## src/rtl/gsim_mtx_fetch_if.sv

```systemverilog
// rtl/gsim_mtx_fetch_if.sv - handshake/bus bundle between the matrix fetch block and its environment
//
// Purpose: carries the start command, the matrix-memory read request and response,
//          the row stream to the GSIM core, and the status outputs.
// Ports (modport master = fetch block, slave = environment):
//   i_start, i_matrix_num                   start one matrix fetch
//   o_mem_rreq, o_mem_addr, i_mem_rrdy      memory read request with ready
//   i_mem_dout, i_mem_dout_vld              in-order memory response
//   o_row_vld, i_row_rdy, o_row_data,
//   o_row_idx, o_row_last                   row stream to the core
//   o_busy, o_done                          status
//   o_err                                   sticky error, only with GSIM_FETCH_ERR_EN
interface gsim_mtx_fetch_if;
  logic         i_start;
  logic [4:0]   i_matrix_num;
  logic         o_mem_rreq;
  logic [9:0]   o_mem_addr;
  logic         i_mem_rrdy;
  logic [255:0] i_mem_dout;
  logic         i_mem_dout_vld;
  logic         o_row_vld;
  logic         i_row_rdy;
  logic [255:0] o_row_data;
  logic [4:0]   o_row_idx;
  logic         o_row_last;
  logic         o_busy;
  logic         o_done;
`ifdef GSIM_FETCH_ERR_EN
  logic         o_err;

  modport master (
    input  i_start, i_matrix_num, i_mem_rrdy, i_mem_dout, i_mem_dout_vld, i_row_rdy,
    output o_mem_rreq, o_mem_addr, o_row_vld, o_row_data, o_row_idx, o_row_last,
           o_busy, o_done, o_err
  );

  modport slave (
    output i_start, i_matrix_num, i_mem_rrdy, i_mem_dout, i_mem_dout_vld, i_row_rdy,
    input  o_mem_rreq, o_mem_addr, o_row_vld, o_row_data, o_row_idx, o_row_last,
           o_busy, o_done, o_err
  );
`else
  modport master (
    input  i_start, i_matrix_num, i_mem_rrdy, i_mem_dout, i_mem_dout_vld, i_row_rdy,
    output o_mem_rreq, o_mem_addr, o_row_vld, o_row_data, o_row_idx, o_row_last,
           o_busy, o_done
  );

  modport slave (
    output i_start, i_matrix_num, i_mem_rrdy, i_mem_dout, i_mem_dout_vld, i_row_rdy,
    input  o_mem_rreq, o_mem_addr, o_row_vld, o_row_data, o_row_idx, o_row_last,
           o_busy, o_done
  );
`endif
endinterface

```

## src/rtl/gsim_mtx_fetch.sv

```systemverilog
// rtl/gsim_mtx_fetch.sv - fetches one 17-row matrix (A rows 0..15, b row 16) into the GSIM core
//
// Purpose: on i_start, reads 17 consecutive words from base = i_matrix_num*17, buffers the
//          in-order responses in a 4-entry FIFO and streams them out as rows with index.
// Ports:
//   i_clk      sole clock, rising edge
//   i_reset    asynchronous, active-high reset
//   bus        gsim_mtx_fetch_if.master (start, memory request/response, row stream, status)
// Option: GSIM_FETCH_ERR_EN adds sticky bus.o_err (dropped response or start while busy).
module gsim_mtx_fetch (
  input logic              i_clk,
  input logic              i_reset,
  gsim_mtx_fetch_if.master bus
);

  typedef enum logic [1:0] {IDLE, FETCH, DRAIN, DONE} state_t;

  state_t       state;
  logic [255:0] fifo_data [4];
  logic [4:0]   fifo_idx  [4];
  logic [1:0]   wr_ptr;
  logic [1:0]   rd_ptr;
  logic [2:0]   count;
  logic [2:0]   outst;
  logic [4:0]   req_cnt;
  logic [4:0]   resp_idx;
  logic [9:0]   addr;
  logic         rreq;
  logic         busy;
  logic         done;

  logic         acc;
  logic         push;
  logic         pop;
  logic         fifo_nonempty;
  logic [2:0]   count_n;
  logic [2:0]   outst_n;
  logic [3:0]   credit_sum_n;
  logic [9:0]   base;

  always_comb begin
    acc           = rreq & bus.i_mem_rrdy;
    // A response with nothing outstanding is stale (e.g. issued before a reset) and is dropped.
    push          = bus.i_mem_dout_vld & (outst != 3'd0);
    fifo_nonempty = (count != 3'd0);
    pop           = fifo_nonempty & bus.i_row_rdy;
    outst_n       = outst + {2'b00, acc} - {2'b00, push};
    count_n       = count + {2'b00, push} - {2'b00, pop};
    credit_sum_n  = {1'b0, count_n} + {1'b0, outst_n};
    base          = ({5'd0, bus.i_matrix_num} << 4) + {5'd0, bus.i_matrix_num};
  end

`ifdef GSIM_FETCH_ERR_EN
  logic err;
  assign bus.o_err = err;
`endif

  always_ff @(posedge i_clk or posedge i_reset) begin
    if (i_reset) begin
      state    <= IDLE;
      wr_ptr   <= 2'd0;
      rd_ptr   <= 2'd0;
      count    <= 3'd0;
      outst    <= 3'd0;
      req_cnt  <= 5'd0;
      resp_idx <= 5'd0;
      addr     <= 10'd0;
      rreq     <= 1'b0;
      busy     <= 1'b0;
      done     <= 1'b0;
`ifdef GSIM_FETCH_ERR_EN
      err      <= 1'b0;
`endif
    end else begin
      if (push) begin
        wr_ptr   <= wr_ptr + 2'd1;
        resp_idx <= resp_idx + 5'd1;
      end
      if (pop) begin
        rd_ptr <= rd_ptr + 2'd1;
      end
      count <= count_n;
      outst <= outst_n;
      if (acc) begin
        addr    <= addr + 10'd1;
        req_cnt <= req_cnt + 5'd1;
      end
      done <= 1'b0;
`ifdef GSIM_FETCH_ERR_EN
      if ((bus.i_mem_dout_vld && outst == 3'd0) || (bus.i_start && state != IDLE)) begin
        err <= 1'b1;
      end
`endif
      case (state)
        IDLE: begin
          if (bus.i_start) begin
            state    <= FETCH;
            addr     <= base;
            req_cnt  <= 5'd0;
            resp_idx <= 5'd0;
            rreq     <= 1'b1;
            busy     <= 1'b1;
          end
        end
        FETCH: begin
          if (acc && req_cnt == 5'd16) begin
            state <= DRAIN;
            rreq  <= 1'b0;
          end else if (rreq && !acc) begin
            rreq <= 1'b1;
          end else begin
            // A new request is only raised if it can be accepted without the
            // FIFO plus in-flight responses ever exceeding four entries.
            rreq <= (credit_sum_n < 4'd4);
          end
        end
        DRAIN: begin
          if (pop && fifo_idx[rd_ptr] == 5'd16) begin
            state <= DONE;
            busy  <= 1'b0;
            done  <= 1'b1;
          end
        end
        DONE: begin
          state <= IDLE;
        end
        default: state <= IDLE;
      endcase
    end
  end

  // Row storage carries no reset; the outputs are gated to zero while the FIFO is empty.
  always_ff @(posedge i_clk) begin
    if (push) begin
      fifo_data[wr_ptr] <= bus.i_mem_dout;
      fifo_idx[wr_ptr]  <= resp_idx;
    end
  end

  assign bus.o_mem_rreq = rreq;
  assign bus.o_mem_addr = addr;
  assign bus.o_row_vld  = fifo_nonempty;
  assign bus.o_row_data = fifo_nonempty ? fifo_data[rd_ptr] : 256'd0;
  assign bus.o_row_idx  = fifo_nonempty ? fifo_idx[rd_ptr] : 5'd0;
  assign bus.o_row_last = fifo_nonempty && (fifo_idx[rd_ptr] == 5'd16);
  assign bus.o_busy     = busy;
  assign bus.o_done     = done;

endmodule

```

## src/flat_wrapper.sv

```systemverilog
// flat-port wrapper written by rule: the top's interface ports become plain ports
module gsim_mtx_fetch_flat 
  (i_clk, i_reset, bus_i_start, bus_i_matrix_num, bus_i_mem_rrdy, bus_i_mem_dout, bus_i_mem_dout_vld, bus_i_row_rdy, bus_o_mem_rreq, bus_o_mem_addr, bus_o_row_vld, bus_o_row_data, bus_o_row_idx, bus_o_row_last, bus_o_busy, bus_o_done);
  gsim_mtx_fetch_if bus_i ();
  input logic i_clk;
  input logic i_reset;
  input wire logic [$bits(bus_i.i_start)-1:0] bus_i_start;
  input wire logic [$bits(bus_i.i_matrix_num)-1:0] bus_i_matrix_num;
  input wire logic [$bits(bus_i.i_mem_rrdy)-1:0] bus_i_mem_rrdy;
  input wire logic [$bits(bus_i.i_mem_dout)-1:0] bus_i_mem_dout;
  input wire logic [$bits(bus_i.i_mem_dout_vld)-1:0] bus_i_mem_dout_vld;
  input wire logic [$bits(bus_i.i_row_rdy)-1:0] bus_i_row_rdy;
  output wire logic [$bits(bus_i.o_mem_rreq)-1:0] bus_o_mem_rreq;
  output wire logic [$bits(bus_i.o_mem_addr)-1:0] bus_o_mem_addr;
  output wire logic [$bits(bus_i.o_row_vld)-1:0] bus_o_row_vld;
  output wire logic [$bits(bus_i.o_row_data)-1:0] bus_o_row_data;
  output wire logic [$bits(bus_i.o_row_idx)-1:0] bus_o_row_idx;
  output wire logic [$bits(bus_i.o_row_last)-1:0] bus_o_row_last;
  output wire logic [$bits(bus_i.o_busy)-1:0] bus_o_busy;
  output wire logic [$bits(bus_i.o_done)-1:0] bus_o_done;
  assign bus_i.i_start = bus_i_start;
  assign bus_i.i_matrix_num = bus_i_matrix_num;
  assign bus_i.i_mem_rrdy = bus_i_mem_rrdy;
  assign bus_i.i_mem_dout = bus_i_mem_dout;
  assign bus_i.i_mem_dout_vld = bus_i_mem_dout_vld;
  assign bus_i.i_row_rdy = bus_i_row_rdy;
  assign bus_o_mem_rreq = bus_i.o_mem_rreq;
  assign bus_o_mem_addr = bus_i.o_mem_addr;
  assign bus_o_row_vld = bus_i.o_row_vld;
  assign bus_o_row_data = bus_i.o_row_data;
  assign bus_o_row_idx = bus_i.o_row_idx;
  assign bus_o_row_last = bus_i.o_row_last;
  assign bus_o_busy = bus_i.o_busy;
  assign bus_o_done = bus_i.o_done;
  gsim_mtx_fetch u_core (.i_clk(i_clk), .i_reset(i_reset), .bus(bus_i));
endmodule
```

## config.mk

```make
export PLATFORM = sky130hd
export DESIGN_NAME = gsim_mtx_fetch_flat
export DESIGN_NICKNAME = d
export VERILOG_FILES = /design/src/rtl/gsim_mtx_fetch_if.sv /design/src/rtl/gsim_mtx_fetch.sv /design/src/flat_wrapper.sv
export SDC_FILE = /design/constraint.sdc
export NUM_CORES = 1
export LEC_CHECK = 0
export ABC_AREA = 1
export CORE_AREA = 2 2 280 282
export DETAILED_ROUTE_END_ITERATION = 16
export DIE_AREA = 0 0 282 284
export GPL_ROUTABILITY_DRIVEN = 0
export PLACE_DENSITY = 0.85
export SLEW_MARGIN = 20
export SYNTH_ARGS = -nofsm -noshare
export SYNTH_HDL_FRONTEND = slang
export SYNTH_SLANG_ARGS = --single-unit
```

## constraint.sdc

```tcl
create_clock -name i_clk -period 15.2 [get_ports i_clk]
set_clock_uncertainty 0.15 [all_clocks]
set_input_delay 1.52 -clock i_clk [delete_from_list [all_inputs] [get_ports i_clk]]
set_output_delay 1.52 -clock i_clk [all_outputs]
set_load 0.01 [all_outputs]
```

==> flow_summary.yaml <==
status:
  outcome: "finished clean"
synthesis:
  synth_compound_area_share_pct: 9.50
  synth.area.mux_share_pct: 0
  netlist.area_leader.share_pct: 74.4
  synth.ff_latch_count: 1079
  ys_types: 24
  synth.area.top_cells: "edfxtp_1, nor2_1, o21ai_1"
  syn_area_sq_mm: 0.0421
  yosysTopAreaCell: "edfxtp_1"
  synth-simple-area-share_pct: 10.6
  synth_top_family_by_area: "simple AND/OR/NAND/NOR gates"
  syn-mean-instance-area_sq_um: 12.6
  synth_nets: 3621
  ys_warn_count: 0
  synth_cells: 3333
  yosysSeqAreaShare_pct: 76.5
  synth-adder-area-share_pct: 0.659
  synth_xor_area_share_pct: 0.229
cts:
  cts_hold_buffers: 0
  cts_tree: "built"
  cts.sinks: 1079
  worstSkewPairLatency_ns: 0.66
  clockBufferDepth: 3
  cts_max_level: 3
  clk_pin_slew_worst_paths_ns: 0.06
  cts_buffers: 103
  root_buffer: "clkbuf_16"
  cts_resized: 0
  cts_setup_buffers: 0
final_layout:
  syn_to_final_growth_pct: 23.2
  layout-drive-gt1-share_pct: 5.24
  fill_cells: 4986
  mostFrequentLayoutCells: "nor2_1, edfxtp_1, clkdlybuf4s50_1"
  design_area_sq_mm: 0.0519
  fin_nets: 4095
  final_common_cell: "nor2_1"
critical_path:
  critPathCapture: "bus_o_row_data[167]"
  crit_top_cell: "buf_4"
  crit_chain: "inv_8 > buf_4 > buf_4 > buf_4 > o21ai_0 > a21oi_1 > clkdlybuf4s50_1"
  crit_cells: 7
  crit_start: "u_core.rd_ptr[0]$_DFFE_PP0P_"
  critPathMaxStageDelay_ns: 0.97
  reg2reg_slack_ns: 11.05
  arrival_ns: 6.11
  cp_max_fo: 137
  timing.rr.end: "u_core.bus.o_mem_rreq$_DFFE_PP0P_"
  cp-end-kind: "output pin"
  crit_path_top_delay_cell: "buf_4"
  cpLargestDelayFamily: "buffers and inverters"
  cp-start-kind: "flip-flop"
  crit_type: "reg2out"
  worstReg2RegStart: "u_core.count[1]$_DFF_PP0_"
  r2r_cells: 14
  critical_path_buf_inv_count: 5
  required_ns: 13.53
route:
  drc_errors: 0
  routed_via_density: 5.68
  final_antenna_net_count: 0
  vias: 28200
  firstDrtPassIters: 5
  dr.first_iter.drc_count: 2966
  wire_per_inst_um: 21.0
  totalWireLength_mm: 104
hold_path:
  worstHoldPathType: "reg2reg"
floorplan:
  die_h_um: 284
  die_w_um: 282
  fp-row-count: 102
  core_sq_mm: 0.0770
  start_util_pct: 54.8
  dieArea_sq_mm: 0.0801
  ioPinCount: 543
grt:
  grt_pass1_wl_mm: 156
  grt_overflow: 0
  grt_pass1_vias: 27600
  antenna_found_initial: 34
  grt_use_total_pct: 25.3
  grt_max_degree: 183
sta:
  tns_ns: 0
  setup_viol: 0
  slew_violations: 0
  hold_violations: 0
  period_minus_slack_ns: 7.78
  slew_headroom_pct: 24.5
  post-route-period-util_pct: 51.2
  max_freq_ghz: 0.129
  worst_pin_slew_ns: 1.13
  rsz0062_at_grt: "false"
power_and_ir_drop:
  ir_drop_mv: 0.182
  power_density_mw_per_mm2: 220
  p_leak_uw: 0.0175
place:
  placed_area_sq_mm: 0.0483
  portBuffers: 542
  dpl.hpwl_mm: 58.6
flow_run:
  maxCapViolCount: 0
## how the worst min path moves through the flow
| stage | endpoint | cells after the start | start | slack [ns] |
|---|---|---|---|---|
| floorplan | u_core.state[1]$_DFFE_PP0P_ | 2 | u_core.state[1]$_DFFE_PP0P_ | 0.32 |
| global placement | u_core.state[1]$_DFFE_PP0P_ | 2 | u_core.state[1]$_DFFE_PP0P_ | 0.34 |
| detailed placement | u_core.state[0]$_DFFE_PP0P_ | 2 | u_core.state[0]$_DFFE_PP0P_ | 0.35 |
| CTS | u_core.state[0]$_DFFE_PP0P_ | 2 | u_core.state[0]$_DFFE_PP0P_ | 0.36 |
| global route | u_core.fifo_idx[0][3]$_DFFE_PP_ | 0 | u_core.resp_idx[3]$_DFF_PP0_ | 0.39 |
| finish | u_core.fifo_idx[0][3]$_DFFE_PP_ | 0 | u_core.resp_idx[3]$_DFF_PP0_ | 0.36 |
## final cells by class
| type | instances | area [sq um] | share of cell area [%] |
|---|---|---|---|
| antenna | 25 | 62.6 | 0.121 |
| clock buffer | 116 | 2660 | 5.12 |
| clock inverter | 77 | 882 | 1.70 |
| inverter | 47 | 191 | 0.369 |
| multi-input combinational | 2004 | 8870 | 17.1 |
| sequential | 1079 | 32200 | 62.1 |
| tap | 1040 | 1300 | 2.51 |
| timing repair buffer | 572 | 5710 | 11.0 |
## per-stage QoR
| stage | hold slack [ns] | utilization, % | instances | power (uW) | setup slack, ns |
|---|---|---|---|---|---|
| 6_report | 0.358 | 67.5 | 4960 | 11400 | 7.42 |
| 5_1_grt | 0.387 | 67.4 | 4956 | 12000 | 7.08 |
| 4_1_cts | 0.362 | 67.4 | 4935 | 11500 | 7.46 |
| 3_5_place_dp | 0.350 | 62.8 | 4742 | 8790 | 8.24 |
| 3_3_place_gp | 0.339 | 62.8 | 4742 | 8650 | 8.39 |
| 2_1_floorplan | 0.317 | - | 3333 | 6840 | 1.65 |
## layer usage
layer | global-route usage, % | routed length, um | vias to the layer above
met2 | 42.0 | 52000 | 1470
li1 | - | - | 12800
met1 | 31.2 | 37800 | 13600
met3 | 6.23 | 9810 | 270
met4 | 11.7 | 4510 | 20
met5 | 0 | 126 | -
## synth_stat cells, drive strengths merged
master and number:
nor2 1062, edfxtp 1044, o21ai 530, a21oi 266
buf 132, nand2 76, clkbuf 71, inv 46
dfrtp 35, nand3 25, ha 19, xor2 6
nor3 5, xnor2 5, nand4 4, a31oi 2
fa 2, a211oi 1, clkinv 1, nor4 1
## state kept, by name (all words and copies together) (netlist names)
signal                 count
u_core.resp_idx            5
u_core.bus.o_mem_addr     10
u_core.bus.o_mem_rreq      1
u_core.state               2
u_core.wr_ptr              2
u_core.req_cnt             5
u_core.fifo_idx           20
u_core.rd_ptr              2
u_core.outst               3
u_core.fifo_data        1024
u_core.bus.o_busy          1
u_core.bus.o_done          1
u_core.count               3
## where the power goes
part,internal (uW),switching [uW]
logic,1850,2820
registers,3940,204
clock network,1520,1100
## logic make-up after synthesis
group | count (synthesis)
adder cells (fa/ha/maj) | 21
flip-flops | 1079
AND/OR/NAND/NOR | 1173
AO/OA/AOI/OAI | 799
buffers and inverters | 250
XOR/XNOR | 11
Power figures use the tool's default switching activity.
